[config.mk]
export PLATFORM = sky130hd
export DESIGN_NAME = cpu_clk_ctrl
export DESIGN_NICKNAME = d
export VERILOG_FILES = /design/src/rtl/cpu_clk_ctrl_pkg.sv /design/src/rtl/btn_debounce.sv /design/src/rtl/cpu_clk_ctrl.sv
export SDC_FILE = /design/constraint.sdc
export NUM_CORES = 1
export LEC_CHECK = 0
export BUFFER_PORTS_ARGS = -buffer_cell sky130_fd_sc_hd__buf_2
export CORE_UTILIZATION = 40
export CTS_CLUSTER_DIAMETER = 150
export DETAILED_ROUTE_END_ITERATION = 12
export PLACE_DENSITY = 0.69
export SLEW_MARGIN = 10
export SYNTH_ARGS = -nofsm -noshare
export SYNTH_HDL_FRONTEND = slang
export SYNTH_SLANG_ARGS = --single-unit
[constraint.sdc]
create_clock -name clk -period 2.6 [get_ports clk]
set_clock_uncertainty 0.05 [all_clocks]
set_input_delay 0.65 -clock clk [delete_from_list [all_inputs] [get_ports clk]]
set_output_delay 0.65 -clock clk [all_outputs]
set_load 0.01 [all_outputs]
[src/rtl/cpu_clk_ctrl_pkg.sv]
// Shared types for the CPU clock sequencer: FSM state encoding and mode switch codes.
// Imported by cpu_clk_ctrl; the mode-to-state mapping lives here so both stay in sync.
package cpu_clk_ctrl_pkg;

  typedef enum logic [1:0] {
    RUN_FAST = 2'd0,
    RUN_SLOW = 2'd1,
    STEP     = 2'd2,
    HALT     = 2'd3
  } state_t;

  localparam logic [1:0] MODE_FAST = 2'b00;
  localparam logic [1:0] MODE_SLOW = 2'b01;
  localparam logic [1:0] MODE_STEP = 2'b10;
  localparam logic [1:0] MODE_HALT = 2'b11;

  function automatic state_t mode_to_state(input logic [1:0] m);
    state_t s;
    case (m)
      MODE_FAST: s = RUN_FAST;
      MODE_SLOW: s = RUN_SLOW;
      MODE_STEP: s = STEP;
      default:   s = HALT;
    endcase
    return s;
  endfunction

endpackage

[src/rtl/btn_debounce.sv]
// Push-button conditioner: 2-flop synchroniser, stability counter, and a registered
// one-clk pulse on each accepted press (release is debounced too but never pulses).
module btn_debounce #(
  parameter int DEB_W = 20
) (
  input  logic clk,
  input  logic rst,
  input  logic btn,
  output logic pulse
);

  localparam logic [DEB_W-1:0] CNT_LAST = {DEB_W{1'b1}} - DEB_W'(1);

  logic             btn_m;
  logic             btn_s;
  logic             btn_db;
  logic [DEB_W-1:0] cnt;
  logic             differ;
  logic             accept;

  assign differ = (btn_s != btn_db);
  // The synchronised level has now disagreed with the accepted level for 2^DEB_W-1 clks.
  assign accept = differ && (cnt == CNT_LAST);

  always_ff @(posedge clk or posedge rst) begin
    if (rst) begin
      btn_m  <= 1'b0;
      btn_s  <= 1'b0;
      btn_db <= 1'b0;
      cnt    <= '0;
      pulse  <= 1'b0;
    end else begin
      btn_m <= btn;
      btn_s <= btn_m;
      pulse <= accept & btn_s;
      if (!differ) begin
        cnt <= '0;
      end else if (accept) begin
        cnt    <= '0;
        btn_db <= btn_s;
      end else begin
        cnt <= cnt + DEB_W'(1);
      end
    end
  end

endmodule

[src/rtl/cpu_clk_ctrl.sv]
// CPU clock sequencer: turns a divider tap, a debounced step button or nothing (halt)
// into a one-clk cpu_ce pulse. Define CPU_CYCLE_CNT_EN to build the cycle_cnt counter.
module cpu_clk_ctrl
  import cpu_clk_ctrl_pkg::*;
#(
  parameter int DIV_W    = 32,
  parameter int FAST_TAP = 1,
  parameter int SLOW_TAP = 24,
  parameter int DEB_W    = 20
) (
  input  logic             clk,
  input  logic             rst,
  input  logic [DIV_W-1:0] clkdiv,
  input  logic [1:0]       mode,
  input  logic             step_btn,
  input  logic             halt_req,
  input  logic             resume,
  output logic             cpu_ce,
  output logic             cpu_clk,
  output logic [1:0]       state,
  output logic [31:0]      cycle_cnt
);

  logic [1:0] mode_m;
  logic [1:0] mode_s;
  logic       step_p;
  state_t     state_q;
  state_t     state_d;
  logic       ce_d;
  logic       tap_cur;
  logic       tap_nxt;
  logic       tap_q;
  logic       tick;
  logic       unused_div;

  // Only two taps of the divider are used; fold the rest away.
  assign unused_div = ^clkdiv;

  always_ff @(posedge clk or posedge rst) begin
    if (rst) begin
      mode_m <= MODE_FAST;
      mode_s <= MODE_FAST;
    end else begin
      mode_m <= mode;
      mode_s <= mode_m;
    end
  end

  btn_debounce #(
    .DEB_W(DEB_W)
  ) u_step_deb (
    .clk  (clk),
    .rst  (rst),
    .btn  (step_btn),
    .pulse(step_p)
  );

  // tap_q always holds the tap of the state being entered, so a mode switch reloads the
  // edge detector and the first pulse afterwards needs a genuine 0->1 of the new tap.
  assign tap_cur = (state_q == RUN_SLOW) ? clkdiv[SLOW_TAP] : clkdiv[FAST_TAP];
  assign tap_nxt = (state_d == RUN_SLOW) ? clkdiv[SLOW_TAP] : clkdiv[FAST_TAP];
  assign tick    = tap_cur & ~tap_q;

  always_comb begin
    state_d = state_q;
    ce_d    = 1'b0;
    case (state_q)
      RUN_FAST, RUN_SLOW, STEP: begin
        ce_d = (state_q == STEP) ? step_p : tick;
        if (halt_req) begin
          state_d = HALT;
          ce_d    = 1'b0;
        end else begin
          state_d = mode_to_state(mode_s);
        end
      end
      HALT: begin
        ce_d = (mode_s == MODE_STEP) & step_p;
        if (resume && !halt_req && (mode_s != MODE_HALT)) begin
          state_d = mode_to_state(mode_s);
        end
      end
      default: state_d = HALT;
    endcase
    // Guarantees a gap after every pulse, even across a tap switch.
    if (cpu_ce) begin
      ce_d = 1'b0;
    end
  end

  always_ff @(posedge clk or posedge rst) begin
    if (rst) begin
      state_q <= HALT;
      tap_q   <= 1'b0;
      cpu_ce  <= 1'b0;
      cpu_clk <= 1'b0;
    end else begin
      state_q <= state_d;
      tap_q   <= tap_nxt;
      cpu_ce  <= ce_d;
      cpu_clk <= cpu_clk ^ ce_d;
    end
  end

  assign state = state_q;

`ifdef CPU_CYCLE_CNT_EN
  logic [31:0] cnt_r;

  // Counts with ce_d so cycle_cnt already includes a pulse while cpu_ce is high.
  always_ff @(posedge clk or posedge rst) begin
    if (rst) begin
      cnt_r <= 32'd0;
    end else if (ce_d) begin
      cnt_r <= cnt_r + 32'd1;
    end
  end

  assign cycle_cnt = cnt_r;
`else
  assign cycle_cnt = 32'd0;
`endif

endmodule
==> implementation parameters, run 1 <==
Parameter                              Value

STA
  Period minus WS final    2.07 ns
  Setup repair after global routing missed its margin    false
  Final hold violations    0
  Maximum operating frequency    482 MHz
  Setup TNS    0 ns
  Final Max Slew Viols    0
  # setup viols final    0
  Worst hold margin    0.300 ns
  Portion of the clock cycle consumed by the worst path in the final layout    0.797

Logic synthesis
  Mean instance size in the synthesized netlist    10.4 sq um
  Portion of the post-synthesis area used by sequential elements    0.470
  Unique masters post-synth    42
  Most used flip-flop cell after synthesis    sky130_fd_sc_hd__dfrtp_1
  Flops & latches, synth    33
  Netlist area before placement    0.00176 sq mm
  Gate count of the mapped netlist    170
  Total number of yosys warnings    0
  Number of flops mapped to enable cells by yosys    0
  Async set-or-reset flop fraction in the synthesized netlist    1.00

Setup path
  Number of buffer and inverter instances along the worst setup path    2
  R2r setup slk    0.53 ns
  Category of the worst setup path capture point    flip-flop
  Family with the most delay on the worst path    simple AND/OR/NAND/NOR gates
  CP Cell Sequence    inv_1 -> ha_1 -> nand2_1 -> or4_1 -> o21ai_2 -> buf_4 -> nor2_1
  Path type of the worst setup path    flip-flop to flip-flop
  Delay of the slowest critical-path stage    0.58 ns
  Critical path launch point type    flip-flop
  Arrival time at the worst endpoint    2.19 ns
  Crit-path max FO    16
  Required time at the worst-slack endpoint    2.72 ns
  Library cell contributing the largest single delay on the critical path    sky130_fd_sc_hd__or4_1

Finish
  Most frequent standard cell in the layout excluding fill and tap cells    sky130_fd_sc_hd__conb_1
  Final cell utilization of the core    0.452
  Count of nets after finishing    228
  Leading cell types in the layout, fill and taps excluded    sky130_fd_sc_hd__conb_1 (32), sky130_fd_sc_hd__dfrtp_1 (31), sky130_fd_sc_hd__nor2_1 (22), sky130_fd_sc_hd__buf_2 (12), sky130_fd_sc_hd__xor2_1 (9)
  Layout filler cell count    395
  Layout overhead on the synthesized area    5.54%
  Diodes inserted    0
  Fraction of layout cells with a size suffix above 1    0.197
  Post-Layout Cell Count    238

Power
  Final Total Pwr    0.00110 W
  Net switching power of the design    0.000252 W
  Combinational Power Share    0.076
  Power density over cell area    590 mW/mm^2
  Proportion of total power due to net switching    0.230
  Sequential cell fraction of total power    0.500
  Leakage    0.882 nW
  Clock network fraction of design power    0.424
  Int Pwr    0.000845 W
  VDD IR-drop max    0.452 mV

Floorplanning
  Area enclosed by the die boundary    0.00468 sq mm
  Number of primary I/O pins    75
  Chip Height    68.4 um
  Area of the core region    0.00412 sq mm
  Initial Util    0.428
  # rows    23
  Floorplan die width    68.4 um

CTS
  Number of buffers inserted by post-CTS setup repair    0
  # clock sinks    33
  Post-cts sizing count    0
  Worst-skew pair later-pin latency    0.29 ns
  H-tree depth    2
  Clock buffer depth    2
  Hold-fix buffers, CTS    0
  Clock transition at the registers of the reported paths    0.07 ns
  CTS tree    done
  Clk Tree Root Cell    sky130_fd_sc_hd__clkbuf_8
  TritonCTS buffer count    5

Detailed routing
  DRC errors left    0
  Detailed Routing Iterations Pass 1    4
  Initial DRC Count    22
  Vias per Instance    4.70
  Overall routed net length    2600 um
  Routed len/inst    10.9 um
  Count of vias placed by the detailed router    1118
  Number of routed nets with antenna violations    0

Global routing
  Maximum number of pins on one net before global-route repair    34
  Global-route usage over all layers    0.140
  Met3 usage in global routing    0.0350
  Met2 track utilization from global routing    0.224
  Total gr overflow    0
  First-pass GRT wire length    4600 um
  Number of global-route vias before repair    1079
  Most Crowded Layer GR    met2
  Number of antenna violations at the first check in global routing    0
  Routing usage on met1    0.159

Worst hold path
  Class of the tightest hold or removal check    flip-flop to flip-flop

Place
  Total placed cells including tap cells    230
  Placer Congestion    0.786
  DP Wirelength    1870 um
  Input/output buffers    12

Flow run
  Max-capacitance violation count    0

Run status
  Status    finished clean
metrics by stage:
stage	worst slack (ns)	area (sq um)
floorplan	0.811	1880
global placement	0.583	1750
detailed placement	0.528	1750
CTS	0.510	1860
global route	0.410	1860
finish	0.527	1860
final timing paths:
check	start	cells after the start	endpoint
min reg2reg	u_step_deb.btn_m$_DFF_PP0_	0	u_step_deb.btn_s$_DFF_PP0_
max	u_step_deb.cnt[0]$_DFF_PP0_	7	u_step_deb.cnt[7]$_DFF_PP0_
max reg2reg	u_step_deb.cnt[0]$_DFF_PP0_	7	u_step_deb.cnt[7]$_DFF_PP0_
min in group asynchronous	rst	3	u_step_deb.btn_m$_DFF_PP0_
max in group asynchronous	rst	3	state[0]$_DFF_PP1_
min	u_step_deb.btn_m$_DFF_PP0_	0	u_step_deb.btn_s$_DFF_PP0_
worst register-to-register path, delay by kind of cell (launching register included):
| kind | cells | cell delay [ns] |
|---|---|---|
| simple gates | 3 | 0.73 |
| flops | 1 | 0.44 |
| buf+inv | 2 | 0.35 |
| compound gates | 1 | 0.24 |
| fa+ha+maj | 1 | 0.15 |
flip-flops by register name, summed over array words and instances (netlist names):
register / cells
cpu_clk: 1
u_step_deb.pulse: 1
u_step_deb.btn_db: 1
u_step_deb.cnt: 20
cpu_ce: 1
tap_q: 1
mode_m: 2
u_step_deb.btn_m: 1
state: 2
mode_s: 2
u_step_deb.btn_s: 1
layout make-up:
cell class,count,area [sq um],area share
Timing Repair Buffer,14,75.1,0.0403
Clock inverter,2,35.0,0.0188
Clock buffer,6,72.6,0.0390
Tap cell,50,62.6,0.0336
Inverter,3,11.3,0.00605
Sequential cell,33,828,0.445
Multi-Input combinational cell,130,776,0.417
metal layers:
metal,up-vias,share of wire
met1,539,0.47
li1,545,-
met2,30,0.47
met5,-,0
met3,4,0.045
met4,0,0.016
power groups by stage:
stage          Clock, W  Sequential (W)  Combinational [W]
2_1_floorplan         0        0.000562          0.0000900
3_3_place_gp          0        0.000557          0.0000832
3_5_place_dp          0        0.000558          0.0000838
4_1_cts        0.000480        0.000548          0.0000843
5_1_grt        0.000506        0.000550          0.0000977
6_report       0.000466        0.000548          0.0000831
cells by family (layout without fill, tap and decap cells):
logic type | after synthesis | after routing | share of synthesized area
multiplexers | 3 | 3 | 0.0185
adder cells (fa/ha/maj) | 2 | 2 | 0.0142
XOR/XNOR | 16 | 16 | 0.0795
AO/OA/AOI/OAI | 11 | 11 | 0.0405
buffers and inverters | 38 | 25 | 0.156
other | 1 | 32 | 0.00213
AND/OR/NAND/NOR | 66 | 66 | 0.219
flip-flops | 33 | 33 | 0.470
Yosys cell counts (3+ instances only):
library cell	number	area share
sky130_fd_sc_hd__nor2_1	22	0.047
sky130_fd_sc_hd__nor4_1	3	0.011
sky130_fd_sc_hd__nand4_1	3	0.011
sky130_fd_sc_hd__a21oi_1	3	0.0085
sky130_fd_sc_hd__xor2_1	9	0.045
sky130_fd_sc_hd__inv_1	3	0.0064
sky130_fd_sc_hd__nand3_1	5	0.014
sky130_fd_sc_hd__dfrtp_1	31	0.44
sky130_fd_sc_hd__o21ai_0	3	0.0085
sky130_fd_sc_hd__nand2_1	8	0.017
sky130_fd_sc_hd__buf_4	33	0.14
sky130_fd_sc_hd__or3_1	5	0.018
sky130_fd_sc_hd__and3_2	3	0.013
sky130_fd_sc_hd__xnor2_1	7	0.035
Note: power is estimated with default switching activity, not from simulation.
==> run 2, diff against run 1 <==
--- a/config.mk
+++ b/config.mk
@@ -9,7 +9,7 @@
 export CORE_UTILIZATION = 40
 export CTS_CLUSTER_DIAMETER = 150
 export DETAILED_ROUTE_END_ITERATION = 12
-export PLACE_DENSITY = 0.69
+export PLACE_DENSITY = 0.72
 export SLEW_MARGIN = 10
 export SYNTH_ARGS = -nofsm -noshare
 export SYNTH_HDL_FRONTEND = slang
==> constraint.sdc (replaced) <==
create_clock -name clk -period 1.85 [get_ports clk]
set_clock_uncertainty 0.05 [all_clocks]
set_input_delay 0.4625 -clock clk [delete_from_list [all_inputs] [get_ports clk]]
set_output_delay 0.4625 -clock clk [all_outputs]
set_load 0.01 [all_outputs]
==> run 2 against run 1 <==
Total power is 40% higher. Hold slack lost 0.10 ns. Die area is the same. Critical endpoint is now u_step_deb.btn_db$_DFFE_PP0P_. Largest cell class unchanged. Largest power group unchanged.
==> implementation parameters, run 2 (synthesized netlist as in run 1, its figures left out) <==
Parameter                              Value

Detailed routing
  Number of routed nets with antenna violations    0 (unchanged)
  DRC errors left    0 (unchanged)
  Initial DRC Count    28 (+27%)
  Vias per Instance    4.66 (-0.74%)
  Routed len/inst    10.3 um (-5.3%)
  Count of vias placed by the detailed router    1133 (+1.3%)
  Detailed Routing Iterations Pass 1    4 (unchanged)
  Overall routed net length    2520 um (-3.3%)

Setup path
  Critical path launch point type    flip-flop
  Arrival time at the worst endpoint    1.83 ns (-0.36 ns)
  Library cell contributing the largest single delay on the critical path    sky130_fd_sc_hd__or4_4
  Category of the worst setup path capture point    flip-flop
  Family with the most delay on the worst path    simple AND/OR/NAND/NOR gates
  Required time at the worst-slack endpoint    1.96 ns (-0.76 ns)
  Worst reg2reg path endpoint    u_step_deb.btn_db$_DFFE_PP0P_
  Number of buffer and inverter instances along the worst setup path    0 (-2)
  Path type of the worst setup path    flip-flop to flip-flop
  Crit-path max FO    5 (-11)
  CP Cell Sequence    nand3_2 -> or4_4 -> nor2_4 -> mux2_1
  Delay of the slowest critical-path stage    0.56 ns (-0.02 ns)
  R2r setup slk    0.13 ns (-0.40 ns)
  Worst R2R Path Depth    4 (-3)
  RR Startpoint    u_step_deb.cnt[4]$_DFF_PP0_

CTS
  Clock transition at the registers of the reported paths    0.07 ns (about the same)
  Hold-fix buffers, CTS    0 (unchanged)
  H-tree depth    2 (unchanged)
  # clock sinks    33 (unchanged)
  Clock buffer depth    2 (unchanged)
  Worst-skew pair later-pin latency    0.28 ns (about the same)
  Clk Tree Root Cell    sky130_fd_sc_hd__clkbuf_8
  TritonCTS buffer count    5 (unchanged)
  CTS tree    done

STA
  Crit path setup slack, layout    0.130 ns (-0.397 ns)
  Period minus WS final    1.72 ns (-0.353 ns)
  Final Max Slew Viols    0 (unchanged)
  Setup repair after global routing missed its margin    false
  Portion of the clock cycle consumed by the worst path in the final layout    0.930 (+0.132)
  Maximum operating frequency    581 MHz (+21%)
  Setup TNS    0 ns (unchanged)
  # setup viols final    0 (unchanged)
  Final hold violations    0 (unchanged)

Run status
  Status    finished clean

Global routing
  Global-route usage over all layers    0.132 (-0.00763)
  Number of global-route vias before repair    1043 (-3.3%)
  First-pass GRT wire length    4410 um (-4.0%)
  Total gr overflow    0 (unchanged)
  Number of antenna violations at the first check in global routing    0 (unchanged)
  Maximum number of pins on one net before global-route repair    34 (unchanged)

Flow run
  Max-capacitance violation count    0 (unchanged)

Finish
  Most frequent standard cell in the layout excluding fill and tap cells    sky130_fd_sc_hd__conb_1
  Leading cell types in the layout, fill and taps excluded    sky130_fd_sc_hd__conb_1 (32), sky130_fd_sc_hd__dfrtp_1 (31), sky130_fd_sc_hd__nor2_1 (21), sky130_fd_sc_hd__buf_2 (12), sky130_fd_sc_hd__xor2_1 (9)
  Register name with the most flops    u_step_deb.cnt
  Diodes inserted    0 (unchanged)
  Count of nets after finishing    233 (+2.2%)
  Fraction of layout cells with a size suffix above 1    0.228 (+0.0312)
  Layout overhead on the synthesized area    9.01%
  Largest register FFs    20 (unchanged)

Floorplanning
  Area of the core region    0.00412 sq mm (unchanged)
  Number of primary I/O pins    75 (unchanged)
  Area enclosed by the die boundary    0.00468 sq mm (unchanged)
  Floorplan die width    68.4 um (unchanged)
  Chip Height    68.4 um (unchanged)
  # rows    23 (unchanged)
  Initial Util    0.428 (unchanged)

Power
  VDD IR-drop max    0.416 mV (-8.0%)
  Leakage    0.912 nW (+3.4%)
  Power density over cell area    799 mW/mm^2 (+36%)

Worst hold path
  Class of the tightest hold or removal check    input pin to asynchronous set/reset pin

Place
  Placer Congestion    0.778 (-1.1%)
  Input/output buffers    12 (unchanged)
  Worst Setup Slack post-DPL    0.0229 ns (-0.505 ns)
  DP Wirelength    1850 um (-0.74%)
==> run 2: cell count changes in the layout (fill, tap and decap cells not counted), sizes merged <==
cell,previous run,this run
buf,14,19
==> run 2: worst max path at each step <==
stage	startpoint	endpoint	slack, ns	cells after the start
after floorplan	u_step_deb.cnt[0]$_DFF_PP0_	u_step_deb.btn_db$_DFFE_PP0P_	0.06	6
after global routing	u_step_deb.cnt[4]$_DFF_PP0_	u_step_deb.btn_db$_DFFE_PP0P_	0.02	4
after detailed placement	u_step_deb.cnt[0]$_DFF_PP0_	u_step_deb.btn_db$_DFFE_PP0P_	0.02	6
after global placement	u_step_deb.cnt[0]$_DFF_PP0_	u_step_deb.btn_db$_DFFE_PP0P_	0.05	6
final	u_step_deb.cnt[4]$_DFF_PP0_	u_step_deb.btn_db$_DFFE_PP0P_	0.13	4
after CTS	u_step_deb.cnt[0]$_DFF_PP0_	u_step_deb.btn_db$_DFFE_PP0P_	0.01	6
==> run 2: worst min-delay path: stages <==
cell                    delay [ns]
sky130_fd_sc_hd__buf_2        0.10
sky130_fd_sc_hd__inv_1        0.04
sky130_fd_sc_hd__buf_4        0.35
==> run 2: routing by layer <==
metal,wire length (um),vias up,track usage
met5,0,-,0
li1,-,562,-
met2,1240,32,0.217
met4,45,0,0.0703
met3,100,4,0.0500
met1,1130,535,0.148
==> run 2: cell type report <==
cell class	instances	area, sq um
Fill cell	391	2190
Sequential cell	33	828
Multi-Input combinational cell	130	787
Timing Repair Buffer	19	125
Clock buffer	6	72.6
Tap cell	50	62.6
Clock inverter	2	35.0
Inverter	3	11.3
==> run 2: what timing repair did <==
| item | CTS | global route |
|---|---|---|
| buffers inserted | 0 | 0 |
| endpoints found under the setup margin | 0 | 6 |
| gates resized for setup | 0 | 3 |
==> run 2: stage by stage <==
step / util / hold WS, ns / cell area [sq um] / instances / total power [W]
final: 0.467 / 0.199 / 1920 / 243 / 0.00154
after global routing: 0.467 / 0.217 / 1920 / 243 / 0.00162
after CTS: 0.464 / 0.213 / 1910 / 243 / 0.00156
after detailed placement: 0.438 / 0.285 / 1800 / 235 / 0.000911
after global placement: 0.438 / 0.286 / 1800 / 235 / 0.000908
after floorplan: - / 0.281 / 1880 / 201 / 0.000916
==> run 2: power by group <==
part / switching [W] / internal [W]
Clock: 0.000241 / 0.000399
Sequential: 0.0000174 / 0.000751
Combinational: 0.0000824 / 0.0000448
Total: 0.000341 / 0.00119
